`src/rtl/hazard_forward_unit_if.sv`:
```
// Hazard/forwarding bundle between the pipeline control and hazard_forward_unit.
// The stats counters appear only when HAZARD_STATS_EN is defined.
interface hazard_forward_unit_if #(
    parameter int REG_AW = 5
);
    logic [REG_AW-1:0] RS1_D;
    logic [REG_AW-1:0] RS2_D;
    logic [REG_AW-1:0] RS1_E;
    logic [REG_AW-1:0] RS2_E;
    logic [REG_AW-1:0] RD_E;
    logic [REG_AW-1:0] RD_M;
    logic [REG_AW-1:0] RD_W;
    logic              MemReadE;
    logic              RegWriteM;
    logic              RegWriteW;
    logic              PCSrcE;
    logic [1:0]        ForwardA;
    logic [1:0]        ForwardB;
    logic              StallF;
    logic              StallD;
    logic              FlushD;
    logic              FlushE;
    logic              busy;
`ifdef HAZARD_STATS_EN
    logic [15:0]       stall_cnt;
    logic [15:0]       flush_cnt;
`endif

    modport master (
        output RS1_D, RS2_D, RS1_E, RS2_E, RD_E, RD_M, RD_W,
        output MemReadE, RegWriteM, RegWriteW, PCSrcE,
        input  ForwardA, ForwardB, StallF, StallD, FlushD, FlushE, busy
`ifdef HAZARD_STATS_EN
        , input stall_cnt, flush_cnt
`endif
    );

    modport slave (
        input  RS1_D, RS2_D, RS1_E, RS2_E, RD_E, RD_M, RD_W,
        input  MemReadE, RegWriteM, RegWriteW, PCSrcE,
        output ForwardA, ForwardB, StallF, StallD, FlushD, FlushE, busy
`ifdef HAZARD_STATS_EN
        , output stall_cnt, flush_cnt
`endif
    );
endinterface

```
`src/rtl/hazard_forward_unit.sv`:
```
// EX operand forwarding, multi-cycle load-use stall FSM and branch flush control.
// Optional feature macro HAZARD_STATS_EN adds saturating stall/flush event counters.
module hazard_forward_unit #(
    parameter int REG_AW   = 5,
    parameter int LOAD_LAT = 1,
    parameter int CNT_W    = 3
) (
    input  logic                  clk,
    input  logic                  rst_n,
    hazard_forward_unit_if.slave  hz
);
    typedef enum logic {IDLE, STALL} state_t;

    localparam logic [1:0] FWD_RF  = 2'b00;
    localparam logic [1:0] FWD_MEM = 2'b10;
    localparam logic [1:0] FWD_WB  = 2'b01;
    localparam bit         MULTI_CYCLE = (LOAD_LAT > 1);
    localparam logic [CNT_W-1:0] CNT_LOAD = CNT_W'(LOAD_LAT - 1);
    localparam logic [CNT_W-1:0] CNT_LAST = CNT_W'(1);

    state_t           state;
    logic [CNT_W-1:0] cnt;
    logic             lu;
    logic             stall;
    logic             flush_d;
    logic             flush_e;

    // MEM beats WB; x0 is hard-wired zero and must never be forwarded.
    function automatic logic [1:0] fwd_sel(
        input logic [REG_AW-1:0] rs,
        input logic [REG_AW-1:0] rd_m,
        input logic              we_m,
        input logic [REG_AW-1:0] rd_w,
        input logic              we_w
    );
        if (we_m && rd_m != '0 && rd_m == rs)      return FWD_MEM;
        else if (we_w && rd_w != '0 && rd_w == rs) return FWD_WB;
        else                                       return FWD_RF;
    endfunction

    assign lu = hz.MemReadE && (hz.RD_E != '0) &&
                ((hz.RD_E == hz.RS1_D) || (hz.RD_E == hz.RS2_D));

    assign hz.ForwardA = fwd_sel(hz.RS1_E, hz.RD_M, hz.RegWriteM, hz.RD_W, hz.RegWriteW);
    assign hz.ForwardB = fwd_sel(hz.RS2_E, hz.RD_M, hz.RegWriteM, hz.RD_W, hz.RegWriteW);

    always_comb begin
        // NOTE: every output gets a default first so no path leaves it unassigned (no latch).
        stall   = 1'b0;
        flush_d = 1'b0;
        flush_e = 1'b0;
        if (hz.PCSrcE) begin
            flush_d = 1'b1;
            flush_e = 1'b1;
        end else if (state == STALL || lu) begin
            stall   = 1'b1;
            flush_e = 1'b1;
        end
    end

    assign hz.StallF = stall;
    assign hz.StallD = stall;
    assign hz.FlushD = flush_d;
    assign hz.FlushE = flush_e;
    assign hz.busy   = (state == STALL);

    // The IDLE cycle that detects the hazard is stall #1, so STALL covers LOAD_LAT-1 more.
    always_ff @(posedge clk or negedge rst_n) begin
        // NOTE: state registers use non-blocking assignments so all flops update together.
        if (!rst_n) begin
            state <= IDLE;
            cnt   <= '0;
        end else begin
            case (state)
                IDLE: begin
                    if (lu && !hz.PCSrcE && MULTI_CYCLE) begin
                        state <= STALL;
                        cnt   <= CNT_LOAD;
                    end else begin
                        cnt   <= '0;
                    end
                end
                STALL: begin
                    if (hz.PCSrcE || cnt == CNT_LAST) begin
                        state <= IDLE;
                        cnt   <= '0;
                    end else begin
                        cnt   <= cnt - CNT_LAST;
                    end
                end
                default: begin
                    state <= IDLE;
                    cnt   <= '0;
                end
            endcase
        end
    end

`ifdef HAZARD_STATS_EN
    logic [15:0] stall_cnt;
    logic [15:0] flush_cnt;

    always_ff @(posedge clk or negedge rst_n) begin
        if (!rst_n) begin
            stall_cnt <= '0;
            flush_cnt <= '0;
        end else begin
            if (stall && stall_cnt != 16'hFFFF)   stall_cnt <= stall_cnt + 16'd1;
            if (flush_d && flush_cnt != 16'hFFFF) flush_cnt <= flush_cnt + 16'd1;
        end
    end

    assign hz.stall_cnt = stall_cnt;
    assign hz.flush_cnt = flush_cnt;
`endif
endmodule

```
`src/flat_wrapper.sv`:
```
// flat-port wrapper written by rule: the top's interface ports become plain ports
module hazard_forward_unit_flat 
#(
    parameter int REG_AW   = 5,
    parameter int LOAD_LAT = 1,
    parameter int CNT_W    = 3
)
  (clk, rst_n, hz_RS1_D, hz_RS2_D, hz_RS1_E, hz_RS2_E, hz_RD_E, hz_RD_M, hz_RD_W, hz_MemReadE, hz_RegWriteM, hz_RegWriteW, hz_PCSrcE, hz_ForwardA, hz_ForwardB, hz_StallF, hz_StallD, hz_FlushD, hz_FlushE, hz_busy);
  hazard_forward_unit_if #(.REG_AW(REG_AW)) hz_i ();
  input  logic clk;
  input  logic rst_n;
  input wire logic [$bits(hz_i.RS1_D)-1:0] hz_RS1_D;
  input wire logic [$bits(hz_i.RS2_D)-1:0] hz_RS2_D;
  input wire logic [$bits(hz_i.RS1_E)-1:0] hz_RS1_E;
  input wire logic [$bits(hz_i.RS2_E)-1:0] hz_RS2_E;
  input wire logic [$bits(hz_i.RD_E)-1:0] hz_RD_E;
  input wire logic [$bits(hz_i.RD_M)-1:0] hz_RD_M;
  input wire logic [$bits(hz_i.RD_W)-1:0] hz_RD_W;
  input wire logic [$bits(hz_i.MemReadE)-1:0] hz_MemReadE;
  input wire logic [$bits(hz_i.RegWriteM)-1:0] hz_RegWriteM;
  input wire logic [$bits(hz_i.RegWriteW)-1:0] hz_RegWriteW;
  input wire logic [$bits(hz_i.PCSrcE)-1:0] hz_PCSrcE;
  output wire logic [$bits(hz_i.ForwardA)-1:0] hz_ForwardA;
  output wire logic [$bits(hz_i.ForwardB)-1:0] hz_ForwardB;
  output wire logic [$bits(hz_i.StallF)-1:0] hz_StallF;
  output wire logic [$bits(hz_i.StallD)-1:0] hz_StallD;
  output wire logic [$bits(hz_i.FlushD)-1:0] hz_FlushD;
  output wire logic [$bits(hz_i.FlushE)-1:0] hz_FlushE;
  output wire logic [$bits(hz_i.busy)-1:0] hz_busy;
  assign hz_i.RS1_D = hz_RS1_D;
  assign hz_i.RS2_D = hz_RS2_D;
  assign hz_i.RS1_E = hz_RS1_E;
  assign hz_i.RS2_E = hz_RS2_E;
  assign hz_i.RD_E = hz_RD_E;
  assign hz_i.RD_M = hz_RD_M;
  assign hz_i.RD_W = hz_RD_W;
  assign hz_i.MemReadE = hz_MemReadE;
  assign hz_i.RegWriteM = hz_RegWriteM;
  assign hz_i.RegWriteW = hz_RegWriteW;
  assign hz_i.PCSrcE = hz_PCSrcE;
  assign hz_ForwardA = hz_i.ForwardA;
  assign hz_ForwardB = hz_i.ForwardB;
  assign hz_StallF = hz_i.StallF;
  assign hz_StallD = hz_i.StallD;
  assign hz_FlushD = hz_i.FlushD;
  assign hz_FlushE = hz_i.FlushE;
  assign hz_busy = hz_i.busy;
  hazard_forward_unit #(.REG_AW(REG_AW), .LOAD_LAT(LOAD_LAT), .CNT_W(CNT_W)) u_core (.clk(clk), .rst_n(rst_n), .hz(hz_i));
endmodule
```
`config.mk`:
```
export PLATFORM = sky130hd
export DESIGN_NAME = hazard_forward_unit_flat
export DESIGN_NICKNAME = d
export VERILOG_FILES = /design/src/rtl/hazard_forward_unit_if.sv /design/src/rtl/hazard_forward_unit.sv /design/src/flat_wrapper.sv
export SDC_FILE = /design/constraint.sdc
export NUM_CORES = 1
export LEC_CHECK = 0
export ABC_AREA = 1
export BUFFER_PORTS_ARGS = -buffer_cell sky130_fd_sc_hd__buf_2
export CORE_MARGIN = 5
export CORE_UTILIZATION = 40
export DETAILED_ROUTE_END_ITERATION = 6
export PLACE_DENSITY = 0.79
export SYNTH_ARGS = -nofsm -noshare
export SYNTH_HDL_FRONTEND = slang
export SYNTH_SLANG_ARGS = --single-unit
```
`constraint.sdc`:
```
create_clock -name clk -period 1.2 [get_ports clk]
set_input_delay 0.12 -clock clk [delete_from_list [all_inputs] [get_ports clk]]
set_output_delay 0.12 -clock clk [all_outputs]
set_load 0.1 [all_outputs]
```
==> flow_summary.ini, run 1 <==
[yosys]
yosysWarnings = 0
synth_top_area_cell = xnor2_1
syn_area_um2 = 688.2
ys_top_cells_by_count = 26 x nand2_1, 19 x inv_1, 15 x nor2_1, 15 x xnor2_1, 8 x xor2_1
synth_cells = 110
synth_area_leaders = xnor2_1 19%, dfrtp_1 15%, nand2_1 14%, inv_1 10%, xor2_1 10%
synth.distinct_cells = 19
ys.flop_type = dfrtp_1
yosysTopAreaCellShare_pct = 19.09
syn-num-nets = 153
synth.most_common_cell = nand2_1
yosysSeqAreaShare_pct = 14.55
avgSynthCellArea_um2 = 6.256
ys_ff_latch = 4
postSynth.asyncResetShare_pct = 100.0
synth_edf_count = 0

[place]
place_area_mm2 = 0.001176
dp_cells = 178
routabilityCongestion = 0.8603
io_buffers = 49
dp_hpwl_um = 1845
place_ws_ns = -0.07332

[detailed_routing]
wl_per_cell_um = 14.03
routed_via_density = 4.875
drcViolationCount = 0
antenna_left = 0
finalWirelength_um = 2581
num_vias = 897
drt_first_pass_iters = 4
dr.first_iter.drc_count = 10

[global_route]
track_usage_pct = 16.78
grt_pass1_vias = 890
grt_start_max_net_pins = 5
grt_pass1_wl_um = 3415
grt_overflow = 0
grt_antenna_before_repair = 0

[critical_path]
r2r_setup_slack_ns = 0.15
crit_path_start_kind = primary input
crit-reg2reg-launch = u_core.cnt[0]
crit_arrival_ns = 1.12
cp_cell_sequence = buf_8, xnor2_2, nand4_1, nor3_4, nor2_4, buf_12
worst-path-buf-inv = 2
slowest_delay_ns = 0.33
required_ns = 1.08
cp_slowest_cell = nor3_4
startpoint = hz_RD_M[2]
crit_family = simple AND/OR/NAND/NOR gates
critPathCaptureType = primary output
cp_max_fo = 3
worstSetupPathType = in2out

[final_layout]
fillerInstances = 103
fin_nets = 211
area_growth_syn_to_layout_pct = 108.7
seq_area_um2 = 103.9
multi_input_area_um2 = 635.6
stdcell_area_mm2 = 0.001436
final_cells = 184
utilization_pct = 85.04
diodes = 0
drive_above_1_share_pct = 53.89

[power_and_ir_drop]
p_leak_nw = 0.7371
ir_worst_vdd_uv = 740.0
power_density_mw_per_mm2 = 543.8

[clocking]
cts_num_sinks = 4
numCtsBuffers = 3
clkLatencyLatePin_ns = 0.24
cts_tree = done
root_buffer = clkbuf_4
clockBufferDepth = 2
h-tree-depth = 1
clk_pin_slew_worst_paths_ns = 0.04

[floorplan]
io_pins = 50
core_area_mm2 = 0.001689
die_w_um = 51.48
die_h_um = 51.48
num_rows = 15
initial_core_util_pct = 40.74
fp.dieArea_mm2 = 0.002650

[timing]
fmax_mhz = 805.1
tightest_slew_ns = 0.4832
max-slew-margin-rel_pct = 68.01
setup_slack_ns = -0.04214
rsz0062_at_grt = true
period_minus_slack_ns = 1.242
fin_worst_skew_ns = 0.002346
final.period_utilization_pct = 103.5
holdWs_ns = 0.2173
setup_viol = 5
hold_violations = 0
slew_violations = 0

[outcome]
status = finished, violations left
violations = negative setup slack

[run]
cap_violations = 0

[hold_path]
hold_path_class = in2async
## final timing paths
| check | cells after the start | endpoint |
|---|---|---|
| max | 6 | hz_ForwardA[0] |
| min in group clk | 4 | u_core.cnt[1] |
| max reg2reg | 4 | u_core.cnt[2] |
| max in group asynchronous | 2 | u_core.hz.busy |
| min | 2 | u_core.hz.busy |
| min reg2reg | 1 | u_core.cnt[0] |
## per-layer routing
metal  track usage (%)  wire length, µm  vias to the layer above
met2             32.20             1353                       44
met1             17.35              934                      402
met4             5.240               17                        0
met5                 0                0                        -
li1                  -                -                      449
met3             4.373              276                        2
## flip-flops by register name (all words and copies together) (netlist names)
register,count
u_core.hz.busy,1
u_core.cnt,3
## timing repair
item | 4_1_cts | 5_1_grt
setup buffers | 1 | 0
resized for setup | 17 | 48
endpoints found under the setup margin | 7 | 7
pin swaps | 23 | 23
hold endpoints to repair | 4 | 0
hold buffers | 1 | 0
## report_power, final
| group | switching [mW] | total [mW] | internal [mW] | leakage, nW |
|---|---|---|---|---|
| sequential | 0 | 0.135 | 0.135 | 0.0539 |
| combinational | 0.229 | 0.456 | 0.227 | 0.668 |
| clock | 0.0641 | 0.190 | 0.125 | 0.0150 |
| total | 0.293 | 0.781 | 0.488 | 0.737 |
## area by class of cell
type | instances | share of cell area [%]
multi-input cells | 84 | 44.25
well taps | 17 | 1.481
flip-flops and latches | 4 | 7.230
repair buffers | 55 | 39.46
clock buffers | 4 | 1.829
inverters | 20 | 5.749
## worst reg2reg max path: cells and delay by family, from the launching register on
kind	cells	cell delay, ns
compound gates	1	0.14
simple gates	2	0.23
flops	1	0.39
fa+ha+maj	1	0.21
## kinds of logic after synthesis
logic type | count (synthesis) | synth area share [%]
compound gates | 5 | 4.727
xor+xnor | 23 | 29.27
fa+ha+maj | 2 | 3.636
buf+inv | 22 | 13.09
flops | 4 | 14.55
simple gates | 54 | 34.73
## per-stage QoR
step | power, mW | setup TNS (ns)
6_report | 0.7811 | -0.1470
5_1_grt | 0.8405 | -0.5171
4_1_cts | 0.7177 | -0.09011
3_5_place_dp | 0.5026 | -0.3214
3_3_place_gp | 0.4924 | -0.1599
2_1_floorplan | 0.3409 | -2.398
## layout by cell type (no fill, tap or decap), types with 5 or more instances in the layout
master and count:
inv_1 15, xor2_1 8, nand4_1 5, xnor2_1 7, nand2_1 18, buf_8 7
nor2_1 9, buf_2 20, buf_6 13, buf_12 8, nand2_2 9, xnor2_2 8
buf_4 6
Power figures use the tool's default switching activity.
==> run 2: changes to the inputs <==
Settings changed: PLACE_DENSITY 0.79 to 0.78.
==> run 2 against run 1 <==
Sequential share of layout area rose by 0.070 points. Global-route usage is 0.78 points higher. Critical endpoint unchanged. The flow still finishes with violations (negative setup slack). Worst hold slack got worse by 0.012 ns. Largest cell class unchanged.
==> flow_summary.ini, run 2 (synthesized netlist as in run 1, its figures left out) <==
[outcome]
status = finished, violations left
violations = negative setup slack

[clocking]
h-tree-depth = 1
root_buffer = clkbuf_4
clkLatencyLatePin_ns = 0.24
cts_tree = done
clk_pin_slew_worst_paths_ns = 0.05
clockBufferDepth = 2
cts_num_sinks = 4
numCtsBuffers = 3

[power_and_ir_drop]
p_leak_nw = 0.7281
ir_worst_vdd_uv = 658.4
power_density_mw_per_mm2 = 548.5

[floorplan]
io_pins = 50
die_w_um = 51.48
die_h_um = 51.48
num_rows = 15
core_area_mm2 = 0.001689
initial_core_util_pct = 40.74
fp.dieArea_mm2 = 0.002650

[global_route]
grt_antenna_before_repair = 0
track_usage_pct = 17.55
grt_pass1_wl_um = 3505
grt_pass1_vias = 879
grt_overflow = 0
grt_start_max_net_pins = 5

[place]
dp_cells = 178
io_buffers = 49
place_ws_ns = -0.06067
routabilityCongestion = 0.8163
dp_hpwl_um = 1855

[timing]
period_minus_slack_ns = 1.244
rsz0062_at_grt = true
max-slew-margin-rel_pct = 68.02
fmax_mhz = 803.6
holdWs_ns = 0.2048
setup_viol = 5
tightest_slew_ns = 0.4830
slew_violations = 0
setup_slack_ns = -0.04441
hold_violations = 0
final.period_utilization_pct = 103.7
fin_worst_skew_ns = 0.01146

[final_layout]
drive_above_1_share_pct = 50.90
area_growth_syn_to_layout_pct = 106.7
layout_common_cells = 22 x nand2_1, 20 x buf_2, 17 x inv_1
fillerInstances = 95
seq_area_um2 = 103.9
utilization_pct = 84.22
regMostFlops = u_core.cnt
multi_input_area_um2 = 646.9
largest_reg_flops = 3
final_cells = 184
diodes = 0
fin_nets = 211
final_common_cell = nand2_1

[detailed_routing]
finalWirelength_um = 2603
dr.first_iter.drc_count = 9
wl_per_cell_um = 14.15
drcViolationCount = 0
num_vias = 897
drt_first_pass_iters = 4
routed_via_density = 4.875
antenna_left = 0

[critical_path]
cp_slowest_cell = buf_12
r2r_setup_slack_ns = 0.14
critPathCaptureType = primary output
cp_max_fo = 2
crit_path_start_kind = primary input
crit_family = buffers and inverters
crit_arrival_ns = 1.12
slowest_delay_ns = 0.17
worstSetupPathType = in2out
required_ns = 1.08
worst-path-buf-inv = 4
cp_cell_sequence = buf_4, buf_6, nor2_2, nand2_1, o21ai_1, inv_1, nand4_1, nor2_4, buf_12

[run]
cap_violations = 0

[hold_path]
hold_path_class = in2async
run 2: worst paths after layout:
check,from,endpoint,cells after the start
min,rst_n,u_core.hz.busy,2
max,hz_RD_W[3],hz_ForwardA[0],9
max reg2reg,u_core.cnt[0],u_core.cnt[0],4
max in group asynchronous,rst_n,u_core.hz.busy,2
min in group clk,hz_PCSrcE,u_core.hz.busy,4
min reg2reg,u_core.cnt[0],u_core.cnt[0],1
run 2: per-layer routing:
layer  up-vias  part of all wire, %  global-route usage (%)
met5         -                    0                       0
met4         0                  1.3                   6.987
met3         4                   10                   4.082
met2        52                   53                   34.96
met1       395                   35                   16.78
li1        446                    -                       -
run 2: per-stage QoR:
step / power, mW / setup TNS (ns) / cell area, µm²
3_3_place_gp: 0.4918 / -0.2060 / 1176
6_report: 0.7804 / -0.1457 / 1423
2_1_floorplan: 0.3409 / -2.398 / 787.0
5_1_grt: 0.8207 / -0.3891 / 1423
3_5_place_dp: 0.5012 / -0.2691 / 1176
4_1_cts: 0.7170 / -0.07804 / 1295
run 2: area by class of cell:
class / instances / share of cell area (%)
timing repair buffer: 55 / 38.26
tap: 17 / 1.495
clock buffer: 4 / 1.847
inverter: 20 / 5.629
multi-input combinational: 84 / 45.47
sequential: 4 / 7.300
run 2: what timing repair did:
| item | 4_1_cts | 5_1_grt |
|---|---|---|
| hold buffers | 1 | 0 |
| hold endpoints to repair | 4 | 0 |
| resized for setup | 19 | 32 |
| buffers inserted | 1 | 0 |
| pin swaps | 24 | 15 |
| endpoints found under the setup margin | 7 | 7 |
run 2: where the power goes:
part,leakage (nW),internal [mW],switching [mW]
clock network,0.0150,0.126,0.0683
logic,0.659,0.222,0.230
registers,0.0539,0.135,0
total,0.728,0.482,0.298
==> run 3: changes to the inputs <==
Settings changed: RECOVER_POWER set to 50, SKIP_CTS_REPAIR_TIMING set to 1.
==> run 3 against run 2 <==
The flow still finishes with violations (negative setup slack). Via count increased by 3.8%. Cell count unchanged. Cell area increased by 1.1%. Power increased by 0.35%. Register-to-register slack about the same. Global-route usage decreased by 1.3 points. Highest routed layer unchanged.
==> flow_summary.ini, run 3 (synthesized netlist as in run 1, its figures left out) <==
[final_layout]
regMostFlops = u_core.cnt
drive_above_1_share_pct = 53.89
final_common_cell = buf_2
largest_reg_flops = 3
area_growth_syn_to_layout_pct = 109.1
layout_common_cells = 21 x buf_2, 20 x nand2_1, 16 x inv_1
fin_nets = 211
utilization_pct = 85.19
diodes = 0
fillerInstances = 100
final_cells = 184

[timing]
fmax_mhz = 808.5
setup_viol = 5
hold_violations = 0
tightest_slew_ns = 0.4830
final.period_utilization_pct = 103.1
slew_violations = 0
period_minus_slack_ns = 1.237
max-slew-margin-rel_pct = 68.02
fin_worst_skew_ns = 0.01155
setup_slack_ns = -0.03689
rsz0062_at_grt = true

[detailed_routing]
wl_met3_um = 294
wl_per_cell_um = 14.21
routed_via_density = 5.060
drt_first_pass_iters = 6
num_vias = 931
wl_met2_um = 1366
drcViolationCount = 0
m1WireLength_um = 905
highest_layer = met4
finalWirelength_um = 2615
dr.first_iter.drc_count = 18
antenna_left = 0

[critical_path]
cp_max_fo = 3
worst-path-buf-inv = 2
crit_family = simple AND/OR/NAND/NOR gates
cp_cell_sequence = buf_8, xor2_2, nor3_2, nand4_1, nor2_4, buf_12
worstSetupPathType = in2out
cp_slowest_cell = nor3_2
crit_path_start_kind = primary input
required_ns = 1.08
slowest_delay_ns = 0.20
critPathCaptureType = primary output
worstSetupPathDepth = 6
ff2ff_path_depth = 4
crit_arrival_ns = 1.12

[power_and_ir_drop]
ir_worst_vdd_uv = 660.0
p_sw_mw = 0.2985
p_sw_share_pct = 38.12
power_frac_seq_pct = 17.3
internal_power_mw = 0.4845
comb_power_share_pct = 58.6
clkPwrFrac_pct = 24.1
power_density_mw_per_mm2 = 544.2
p_leak_nw = 0.7315

[global_route]
grt_overflow = 0
grt_start_max_net_pins = 5
track_usage_pct = 16.22
grt_antenna_before_repair = 0
grt_pass1_wl_um = 3374
grt_pass1_vias = 831

[floorplan]
core_area_mm2 = 0.001689
fp.dieArea_mm2 = 0.002650
die_h_um = 51.48
io_pins = 50
num_rows = 15
initial_core_util_pct = 40.74
die_w_um = 51.48

[outcome]
violations = negative setup slack
status = finished, violations left

[clocking]
numCtsBuffers = 3
root_buffer = clkbuf_4
h-tree-depth = 1
clkLatencyLatePin_ns = 0.24
clk_pin_slew_worst_paths_ns = 0.05
clockBufferDepth = 2
cts_tree = done
cts_num_sinks = 4

[hold_path]
hold_path_class = in2async

[place]
routabilityCongestion = 0.8163
dp_cells = 178
io_buffers = 49
dp_hpwl_um = 1855

[run]
cap_violations = 0
## run 3: cell count changes in the layout (fill, tap and decap cells not counted), sizes merged
cell	delta
buf	-1
clkbuf	+1
## run 3: final timing paths
kind,from,slack [ns],end
worst min-delay path,rst_n,0.26,u_core.hz.busy
worst max register to register,u_core.cnt[0],0.14,u_core.cnt[0]
max in group asynchronous,rst_n,0.74,u_core.hz.busy
min in group clk,hz_PCSrcE,0.26,u_core.hz.busy
worst max-delay path,hz_RD_W[0],-0.04,hz_ForwardA[0]
worst min register to register,u_core.cnt[0],0.49,u_core.cnt[0]
## run 3: worst register-to-register path, stage by stage (launching register included)
cell and delay [ns]:
dfrtp_1 0.40, ha_1 0.22, a21oi_1 0.15, nand2_1 0.11, nor2_1 0.11
## run 3: layout make-up
class                      instances  area (µm²)  area share (%)
inverter                          20       80.08           5.565
sequential                         4       103.9           7.217
multi-input combinational         84       669.4           46.52
timing repair buffer              55       538.0           37.39
tap                               17       21.27           1.478
clock buffer                       4       26.28           1.826
## run 3: power by group through the flow
stage / logic, mW / clock network, mW / registers (mW)
3_5_place_dp: 0.364 / 0 / 0.137
2_1_floorplan: 0.203 / 0 / 0.137
3_3_place_gp: 0.354 / 0 / 0.137
5_1_grt: 0.487 / 0.201 / 0.135
4_1_cts: 0.365 / 0.188 / 0.135
6_report: 0.459 / 0.189 / 0.135
## run 3: metrics by stage
stage	total power [mW]	setup TNS [ns]	cell area (µm²)	setup WS [ns]	hold WS (ns)
after floorplan	0.3409	-2.398	787.0	-0.4974	-0.1756
after global placement	0.4918	-0.2060	1176	-0.05823	-0.07617
after detailed placement	0.5012	-0.2691	1176	-0.06067	-0.07427
after CTS	0.6883	-0.3773	1202	-0.06934	-0.3262
after global routing	0.8230	-0.3658	1439	-0.08971	0.2795
final	0.7831	-0.1207	1439	-0.03689	0.2564
## run 3: layer usage
metal	global-route usage, %	up-vias
met1	16.78	414
met4	1.747	0
met3	4.373	10
met5	0	-
met2	32.63	60
li1	-	447
